### src/rtl/pipeline_ctrl_pkg.sv
// Shared opcode map, exec/idle encoding and instruction field helpers
// for the 5-stage 16-bit CPU control path.
package pipeline_ctrl_pkg;

  localparam logic [4:0] OP_NOP   = 5'd0;
  localparam logic [4:0] OP_ADD   = 5'd1;
  localparam logic [4:0] OP_SUB   = 5'd2;
  localparam logic [4:0] OP_AND   = 5'd3;
  localparam logic [4:0] OP_OR    = 5'd4;
  localparam logic [4:0] OP_LOAD  = 5'd5;
  localparam logic [4:0] OP_STORE = 5'd6;
  localparam logic [4:0] OP_JUMP  = 5'd7;
  localparam logic [4:0] OP_JMPR  = 5'd8;
  localparam logic [4:0] OP_BZ    = 5'd9;
  localparam logic [4:0] OP_BNZ   = 5'd10;
  localparam logic [4:0] OP_BN    = 5'd11;
  localparam logic [4:0] OP_BNN   = 5'd12;
  localparam logic [4:0] OP_BC    = 5'd13;
  localparam logic [4:0] OP_BNC   = 5'd14;
  localparam logic [4:0] OP_HALT  = 5'd31;

  localparam logic ST_EXEC = 1'b1;
  localparam logic ST_IDLE = 1'b0;

  function automatic logic [4:0] op_of(input logic [15:0] ir);
    return ir[15:11];
  endfunction

  function automatic logic [2:0] r1_of(input logic [15:0] ir);
    return ir[10:8];
  endfunction

  function automatic logic [2:0] r2_of(input logic [15:0] ir);
    return ir[6:4];
  endfunction

  function automatic logic [2:0] r3_of(input logic [15:0] ir);
    return ir[2:0];
  endfunction

endpackage

### src/rtl/pipeline_ctrl_hazard_detect.sv
// Combinational hazard detection: load-use in ID/EX and branch resolution in MEM.
// Outputs are unqualified; the controller gates them with its active state.
import pipeline_ctrl_pkg::*;

module hazard_detect (
  input  logic [15:0] id_ir,
  input  logic [15:0] ex_ir,
  input  logic [15:0] mem_ir,
  input  logic        zf,
  input  logic        nf,
  input  logic        cf,
  output logic        hazard,
  output logic        taken
);

  logic [4:0] id_op, ex_op, mem_op;
  logic [2:0] ex_r1;
  logic       uses_r23, uses_r1;
  logic       unused_bits;

  assign id_op  = op_of(id_ir);
  assign ex_op  = op_of(ex_ir);
  assign mem_op = op_of(mem_ir);
  assign ex_r1  = r1_of(ex_ir);

  // r1 is a destination for most ops; STORE and JMPR read it as a source
  assign uses_r23 = !(id_op inside {OP_NOP, OP_HALT, OP_JUMP});
  assign uses_r1  = id_op inside {OP_STORE, OP_JMPR};

  assign hazard = (ex_op == OP_LOAD) &&
                  ((uses_r23 && (ex_r1 == r2_of(id_ir) || ex_r1 == r3_of(id_ir))) ||
                   (uses_r1  && (ex_r1 == r1_of(id_ir))));

  always_comb begin
    taken = 1'b0;
    case (mem_op)
      OP_JUMP, OP_JMPR: taken = 1'b1;
      OP_BZ:            taken = zf;
      OP_BNZ:           taken = !zf;
      OP_BN:            taken = nf;
      OP_BNN:           taken = !nf;
      OP_BC:            taken = cf;
      OP_BNC:           taken = !cf;
      default:          taken = 1'b0;
    endcase
  end

  assign unused_bits = ^{id_ir[7], id_ir[3], ex_ir[7:0], mem_ir[10:0]};

endmodule

### src/rtl/pipeline_ctrl.sv
// Central sequencer: run/idle FSM, HALT drain, flush/stall arbitration
// and the debug cycle counter.
import pipeline_ctrl_pkg::*;

module pipeline_ctrl #(
  parameter int DRAIN_CYCLES = 3,
  parameter int CNT_W        = 16
) (
  input  logic             clock,
  input  logic             reset,
  input  logic             start,
  input  logic             enable,
  input  logic [15:0]      id_ir,
  input  logic [15:0]      ex_ir,
  input  logic [15:0]      mem_ir,
  input  logic             zf,
  input  logic             nf,
  input  logic             cf,
  output logic             state,
  output logic             stall_if,
  output logic             stall_id,
  output logic             bubble_ex,
  output logic             flush,
  output logic             branch_taken,
  output logic             halted,
  output logic [CNT_W-1:0] cycle_count
);

  localparam int DCW = (DRAIN_CYCLES < 2) ? 1 : $clog2(DRAIN_CYCLES + 1);

  typedef enum logic [1:0] {S_IDLE, S_RUN, S_DRAIN, S_HALTED} fsm_t;

  fsm_t           fsm;
  logic [DCW-1:0] drain_cnt;
  logic           active, hazard, taken, taken_q, hazard_q, halt_id;

  hazard_detect u_hazard (
    .id_ir  (id_ir),
    .ex_ir  (ex_ir),
    .mem_ir (mem_ir),
    .zf     (zf),
    .nf     (nf),
    .cf     (cf),
    .hazard (hazard),
    .taken  (taken)
  );

  assign active   = (fsm inside {S_RUN, S_DRAIN}) && enable;
  assign taken_q  = active && taken;
  assign hazard_q = active && hazard && !taken_q;
  // HALT in ID is ignored while stalled or when a flush removes it
  assign halt_id  = (op_of(id_ir) == OP_HALT) && !hazard_q && !taken_q;

  assign state        = active ? ST_EXEC : ST_IDLE;
  assign flush        = taken_q;
  assign branch_taken = taken_q;
  assign stall_if     = hazard_q;
  assign stall_id     = hazard_q;
  assign bubble_ex    = hazard_q;
  assign halted       = (fsm == S_HALTED);

  always_ff @(posedge clock or posedge reset) begin
    if (reset) begin
      fsm         <= S_IDLE;
      drain_cnt   <= '0;
      cycle_count <= '0;
    end else begin
      if (active) cycle_count <= cycle_count + CNT_W'(1);
      case (fsm)
        S_IDLE, S_HALTED: if (start) begin
          fsm         <= S_RUN;
          cycle_count <= '0;
        end
        S_RUN: if (active && halt_id) begin
          fsm       <= S_DRAIN;
          drain_cnt <= DCW'(DRAIN_CYCLES);
        end
        S_DRAIN: if (active) begin
          // a taken branch means the HALT was speculative
          if (taken_q) begin
            fsm       <= S_RUN;
            drain_cnt <= '0;
          end else if (drain_cnt <= DCW'(1)) begin
            fsm       <= S_HALTED;
            drain_cnt <= '0;
          end else begin
            drain_cnt <= drain_cnt - DCW'(1);
          end
        end
        default: fsm <= S_IDLE;
      endcase
    end
  end

endmodule

### config.mk
export PLATFORM = sky130hd
export DESIGN_NAME = pipeline_ctrl
export DESIGN_NICKNAME = d
export VERILOG_FILES = /design/src/rtl/pipeline_ctrl_pkg.sv /design/src/rtl/pipeline_ctrl_hazard_detect.sv /design/src/rtl/pipeline_ctrl.sv
export SDC_FILE = /design/constraint.sdc
export NUM_CORES = 1
export LEC_CHECK = 0
export CORE_MARGIN = 10
export CORE_UTILIZATION = 34
export CTS_CLUSTER_SIZE = 10
export DETAILED_ROUTE_END_ITERATION = 8
export GPL_TIMING_DRIVEN = 0
export PLACE_DENSITY = 0.76
export SLEW_MARGIN = 20
export SYNTH_ARGS = -nofsm -noshare
export SYNTH_HDL_FRONTEND = slang
export SYNTH_SLANG_ARGS = --single-unit
### constraint.sdc
create_clock -name clock -period 2.15 [get_ports clock]
set_clock_uncertainty 0.2 [all_clocks]
set_input_delay 0.215 -clock clock [delete_from_list [all_inputs] [get_ports clock]]
set_output_delay 0.215 -clock clock [all_outputs]
set_load 0.01 [all_outputs]
Yosys cells after proc, flatten, opt, wreduce, memory -nomap -nowiden

Cells that the tools add are included.

Input port bits: 55
Flip-flop bits (word level): 20
Word-level logic and storage cells: 72

Equal/unequal tests: 23
Add/subtract/negate cells: 2
$lt $le $gt $ge: 1
Muxes and demuxes: 16
Reductions and logical operators: 27

Operators with widths:

| cell                                                  | number |
|---|---|
| 2-to-1 mux 16 bit                                     | 3 |
| == test 5 x 4 -> 1 bit, second input constant         | 8 |
| == test 5 x 3 -> 1 bit, second input constant         | 4 |
| 2-to-1 mux 2 bit                                      | 9 |
| adder 16 x 1 -> 16 bit, second input constant         | 1 |
| logical AND 1 bit                                     | 10 |
| == test 3 bit                                         | 3 |
| one-hot mux 1 bit (7 select lines)                    | 1 |
| zero test 1 bit                                       | 6 |
| one-hot mux 2 bit (3 select lines)                    | 1 |
| == test 5 bit, second input constant                  | 1 |
| zero test 5 bit                                       | 1 |
| == test 2 bit, second input constant                  | 2 |
| inequality test 2 bit, second input constant          | 2 |
| one-hot mux 2 bit (2 select lines)                    | 1 |
| AND reduction 4 bit                                   | 1 |
| nonzero test 2 bit                                    | 2 |
| OR reduction 2 bit                                    | 2 |
| inequality test 3 x 2 -> 1 bit, second input constant | 1 |
| AND reduction 3 bit                                   | 1 |
| nonzero test 3 bit                                    | 1 |
| == test 2 x 1 -> 1 bit, second input constant         | 1 |
| <= comparator 2 x 1 -> 1 bit, second input constant   | 1 |
| zero test 2 bit                                       | 1 |
| 4 further kinds                                       | 5 |

Longest topological paths before layout

Depth after elaboration: 14
Depth in mapped cells: 11

Hierarchy

Synthesis repeated with hierarchy kept, for this count alone.

Cells, all modules: 161
Area, all modules: 1475.2 um^2

By module, submodules not included:

| module        | cells each | instances | sequential area each (um^2) | area an instance (um^2) |
|---|---|---|---|---|
| pipeline_ctrl | 125        | 1         | 500.5                       | 1226.2 |
| hazard_detect | 36         | 1         | 0.0                         | 249.0 |

Worst setup path before layout

No wires, ideal clock.

Path kind: register to output
Start point: register fsm[0]
End point: output stall_id
Required time: 1.735 ns
Stages on the path, launching flop included: 9
Arrival: 2.061 ns
Path buffers: 1
Path slack: -0.326 ns
Cell sequence: dfrtp_1 -> inv_1 -> ha_1 -> inv_1 -> nand2_1 -> clkinv_1 -> o21ai_0 -> nor4_1 -> buf_4

Word-level cells in the longest chain between the ends: 6
Elaborated cells on any way between the ends: 8
Classes of those cells: eq/ne (2); reduce/logical (6)

Ends and longest elaborated chain:

| what                                                           | line                | RTL |
|---|---|---|
| start: declaration                                             | pipeline_ctrl.sv:33 | `fsm_t fsm;` |
| start signal: assignment                                       | pipeline_ctrl.sv:64 | `fsm <= S_IDLE;` |
| start signal: assignment                                       | pipeline_ctrl.sv:71 | `fsm <= S_RUN;` |
| start signal: assignment                                       | pipeline_ctrl.sv:75 | `fsm <= S_DRAIN;` |
| == test 2 x 1 -> 1 bit / == test 2 bit (equally long branches) | pipeline_ctrl.sv:48 | `assign active = (fsm inside {S_RUN, S_DRAIN}) && enable;` |
| nonzero test 2 bit (no source line) (*)                        | n/a                 |  |
| logical AND 1 bit (*)                                          | pipeline_ctrl.sv:48 |  |
| logical AND 1 bit                                              | pipeline_ctrl.sv:49 | `assign taken_q = active && taken;` |
| zero test 1 bit                                                | pipeline_ctrl.sv:50 | `assign hazard_q = active && hazard && !taken_q;` |
| logical AND 1 bit (*)                                          | pipeline_ctrl.sv:50 |  |
| end: declaration                                               | pipeline_ctrl.sv:21 | `output logic stall_id,` |

Every way passes the cells marked *; elsewhere a longest branch is shown, timed or not.

Final worst setup path

Start point: input id_ir[14]
End point: output stall_if

Word-level cells in the longest chain between the ends: 8
Elaborated cells on any way between the ends: 14
Classes of those cells: eq/ne (4); reduce/logical (10)

Ends and longest elaborated chain:

| what                                  | line                              | RTL |
|---|---|---|
| start: declaration                    | pipeline_ctrl.sv:13               | `input logic [15:0] id_ir,` |
| == test 5 bit (tied with other cells) | pipeline_ctrl_hazard_detect.sv:27 | `assign uses_r23 = !(id_op inside {OP_NOP, OP_HALT, OP_JUMP});` |
| nonzero test 3 bit                    | pipeline_ctrl_hazard_detect.sv:27 |  |
| zero test 1 bit                       | pipeline_ctrl_hazard_detect.sv:27 |  |
| logical AND 1 bit                     | pipeline_ctrl_hazard_detect.sv:31 | `((uses_r23 && (ex_r1 == r2_of(id_ir) \|\| ex_r1 == r3_of(id_ir))) \|\|` |
| logical OR 1 bit (*)                  | pipeline_ctrl_hazard_detect.sv:31 |  |
| logical AND 1 bit (*)                 | pipeline_ctrl_hazard_detect.sv:30 | `assign hazard = (ex_op == OP_LOAD) &&` |
| logical AND 1 bit (*) (2 in a row)    | pipeline_ctrl.sv:50               |  |
| end: declaration                      | pipeline_ctrl.sv:20               | `output logic stall_if,` |

Marked as above.

==> out/qor.csv <==
stage,metric,value,unit
clock_tree,root buf cell,clkbuf_8,
logic_synthesis,largest cells by area after synthesis,"dfrtp_1 (37%), xor2_1 (7.8%), xnor2_1 (7.1%), nor2_1 (6.4%), ha_1 (4.6%)",
sta,fin crit share,1.05,
critical_path,WP data arrival,1840,ps
final_layout,Layout Cells excl Fill,282,
sta,clock period minus worst slack,2260,ps
logic_synthesis,commonest cells in the netlist,"nor2_1 (23), dfrtp_1 (20), nand2_1 (14), xor2_1 (12), xnor2_1 (11)",
sta,unrepaired setup endpoints after global routing,yes,
drt,drt via density,4.95,
sta,"Slew Viols, Final",0,
drt,DR vias,1397,
run,Max-Cap Viols,0,
floorplanning,die height,83.1,um
global_route,initial antenna violation count,0,
global_route,first-pass GRT wire length,6.80,mm
final_layout,storage element area,500,um2
critical_path,R2R depth,9,
critical_path,"Req. time, crit path",1740,ps
logic_synthesis,largest family of logic cells by synthesized area,simple AND/OR/NAND/NOR gates,
critical_path,Crit path largest cell delay,520,ps
logic_synthesis,XOR/XNOR Fraction of Synth Area,0.149,
global_route,vias in the first global route,1433,
critical_path,"CP delay by family, top",buffers and inverters,
power_and_ir_drop,Max IR drop VDD,0.580,mV
place,pre-CTS setup slack,-863,ps
floorplanning,core region area,3740,um2
hold_path,HP Class,primary input to async pin,
floorplanning,I/O Pins,78,
sta,Fmax,0.443,GHz
global_route,GR Overflow Total,0,
critical_path,worst-path fanout max,4,
final_layout,area of the multi-input gates,938,um2
logic_synthesis,synthesized area,1350,um2
global_route,largest net degree at the start of global routing,21,
logic_synthesis,mux cell area share after synthesis,0.0240,
logic_synthesis,Synth area leader,dfrtp_1,
logic_synthesis,Yosys reg bits,20,
power_and_ir_drop,Leakage,1.02,nW
logic_synthesis,Yosys top cell area share,0.370,
global_route,Tot GR Track Use,0.116,
logic_synthesis,post-synthesis async set-or-reset flop share,1.00,
final_layout,number of diodes,0,
logic_synthesis,Synth Warn #,0,
critical_path,Buffers & Inverters on Critical Path,3,
clock_tree,clock tree buffer depth,2,
place,post-DP HPWL,3.03,mm
logic_synthesis,"Net Count, Synth",216,
clock_tree,worst-skew pair later-pin latency,260,ps
logic_synthesis,Mean Syn Cell Area,8.68,um2
floorplanning,Rows,22,
final_layout,Layout Nets,295,
run_status,status,"complete, but fails checks",
logic_synthesis,Post-Synth Adder-Cell Area,0.0462,
critical_path,"Slowest-stage cell, CP",clkdlybuf4s50_1,
critical_path,reg-to-reg setup timing slack,-50,ps
power_and_ir_drop,Pwr Density,796,nW/um2
clock_tree,CTS tree,built,
logic_synthesis,Simple-Gate Fraction of Synth Area,0.250,
logic_synthesis,top_reg_cell synth,dfrtp_1,
final_layout,Synth-to-Final Area Change,72.4,%
critical_path,CP Launch Type,primary input,
floorplanning,Die Span X,83.1,um
logic_synthesis,post-synthesis compound-gate area fraction,0.114,
drt,DRC,0,
drt,Pre-Repair DR Iteration Count,4,
final_layout,fill cell count,305,
critical_path,CP Launch Point,id_ir[14],
clock_tree,clock tree sinks,20,
logic_synthesis,post-synth cell types,36,
place,GPL Wtd Cong,0.813,
sta,hold slack,196,ps
drt,DRT antenna net count,0,
sta,worst slew pin tran,769,ps
sta,TNS Setup,-424,ps
clock_tree,"Clk pin slew, worst setup/hold paths",70,ps
drt,wire length per cell,15.3,um
place,Placed Cells,260,
critical_path,worst r2r src,fsm[0]$_DFFE_PP0P_,
run_status,failing checks,negative setup slack,
logic_synthesis,Post-synth EDFFs,0,
critical_path,FF-to-FF End,fsm[0]$_DFFE_PP0P_,
floorplanning,die area,6910,um2
sta,Final Hold Viols,0,
logic_synthesis,sequential area share after synthesis,0.370,
logic_synthesis,most numerous cell in the Yosys netlist,nor2_1,
sta,final worst setup slack,-108,ps
floorplanning,Initial Utilization,0.362,
drt,Post-Route WL,4.31,mm
final_layout,layout cells sized above 1,0.252,
sta,number of setup violations in the final report,10,
sta,Slew headroom,0.487,
critical_path,crit path kind,primary input to output pin,
place,I/O Buffers,56,
clock_tree,Clock H-tree levels,1,
clock_tree,CTS Buf Count,3,
critical_path,Critical Path Sink Type,output pin,
final_layout,final core utilization,0.623,
logic_synthesis,Synth Instances,156,
critical_path,CP cell instances,clkdlybuf4s50_1 -> nand2b_1 -> o21ai_1 -> a41oi_2 -> nor4_4 -> buf_4 -> buf_6,
drt,1st-iter DRT viols,93,
-- cell families (layout without fill, tap and decap cells) --
| logic type | Yosys count | in the layout |
|---|---|---|
| simple gates | 67 | 67 |
| fa+ha+maj | 5 | 5 |
| compound gates | 24 | 24 |
| mux | 3 | 3 |
| flops | 20 | 20 |
| xor+xnor | 23 | 23 |
| buf+inv | 14 | 92 |
-- final cells by class --
cell class / instances / share of cell area
Multi-Input combinational cell: 122 / 0.402
Buffer: 3 / 0.00697
Timing Repair Buffer: 76 / 0.302
Clock inverter: 1 / 0.0129
Inverter: 9 / 0.0177
Clock buffer: 3 / 0.0177
Tap cell: 48 / 0.0257
Sequential cell: 20 / 0.214
-- routing by layer --
metal,track usage,routed length (um)
met1,0.119,1660
met2,0.219,2400
met3,0.0313,178
met4,0.0354,68
met5,0,0
-- what timing repair did --
item	in CTS	in global routing
gates resized for setup	47	26
pin swaps	13	9
hold buffers	0	0
endpoints found under the setup margin	18	21
endpoints found under the hold margin	0	0
buffers inserted	16	4
-- power breakdown --
part	total [mW]	switching [mW]	internal (mW)	leakage [nW]
logic	0.997	0.481	0.516	0.725
clock network	0.376	0.127	0.249	0.0357
registers	0.483	0.0572	0.426	0.264
-- stage by stage --
stage	instance area, um2	power [mW]
floorplan	1380	0.910
global placement	2000	1.15
detailed placement	2000	1.16
CTS	2240	1.72
global route	2330	1.98
finish	2330	1.86
-- sequential cells by signal, summed over array words and instances (netlist names) --
| signal | cells |
|---|---|
| cycle_count | 16 |
| drain_cnt | 2 |
| fsm | 2 |
-- layout by cell type (no fill, tap or decap), types with 3 or more instances in the layout --
master,instances
nand3b_1,3
dlygate4sd2_1,8
buf_4,20
a21oi_1,5
clkdlybuf4s15_1,3
buf_6,4
inv_1,6
ha_1,3
and3_1,3
clkbuf_8,3
xnor2_1,11
nand3_1,5
xor2_1,12
dlymetal6s2s_1,3
nor3_2,3
nand4_1,5
dfrtp_1,20
nor2_1,21
nand2_1,13
clkdlybuf4s50_1,37
-- worst max path at each step --
| stage | cells past startpoint | endpoint |
|---|---|---|
| after floorplan | 8 | stall_id |
| final | 7 | stall_if |
| after CTS | 9 | stall_id |
| after global placement | 9 | stall_if |
| after detailed placement | 9 | stall_if |
| after global routing | 9 | stall_if |
No activity file was read; power rests on OpenSTA's default activity.
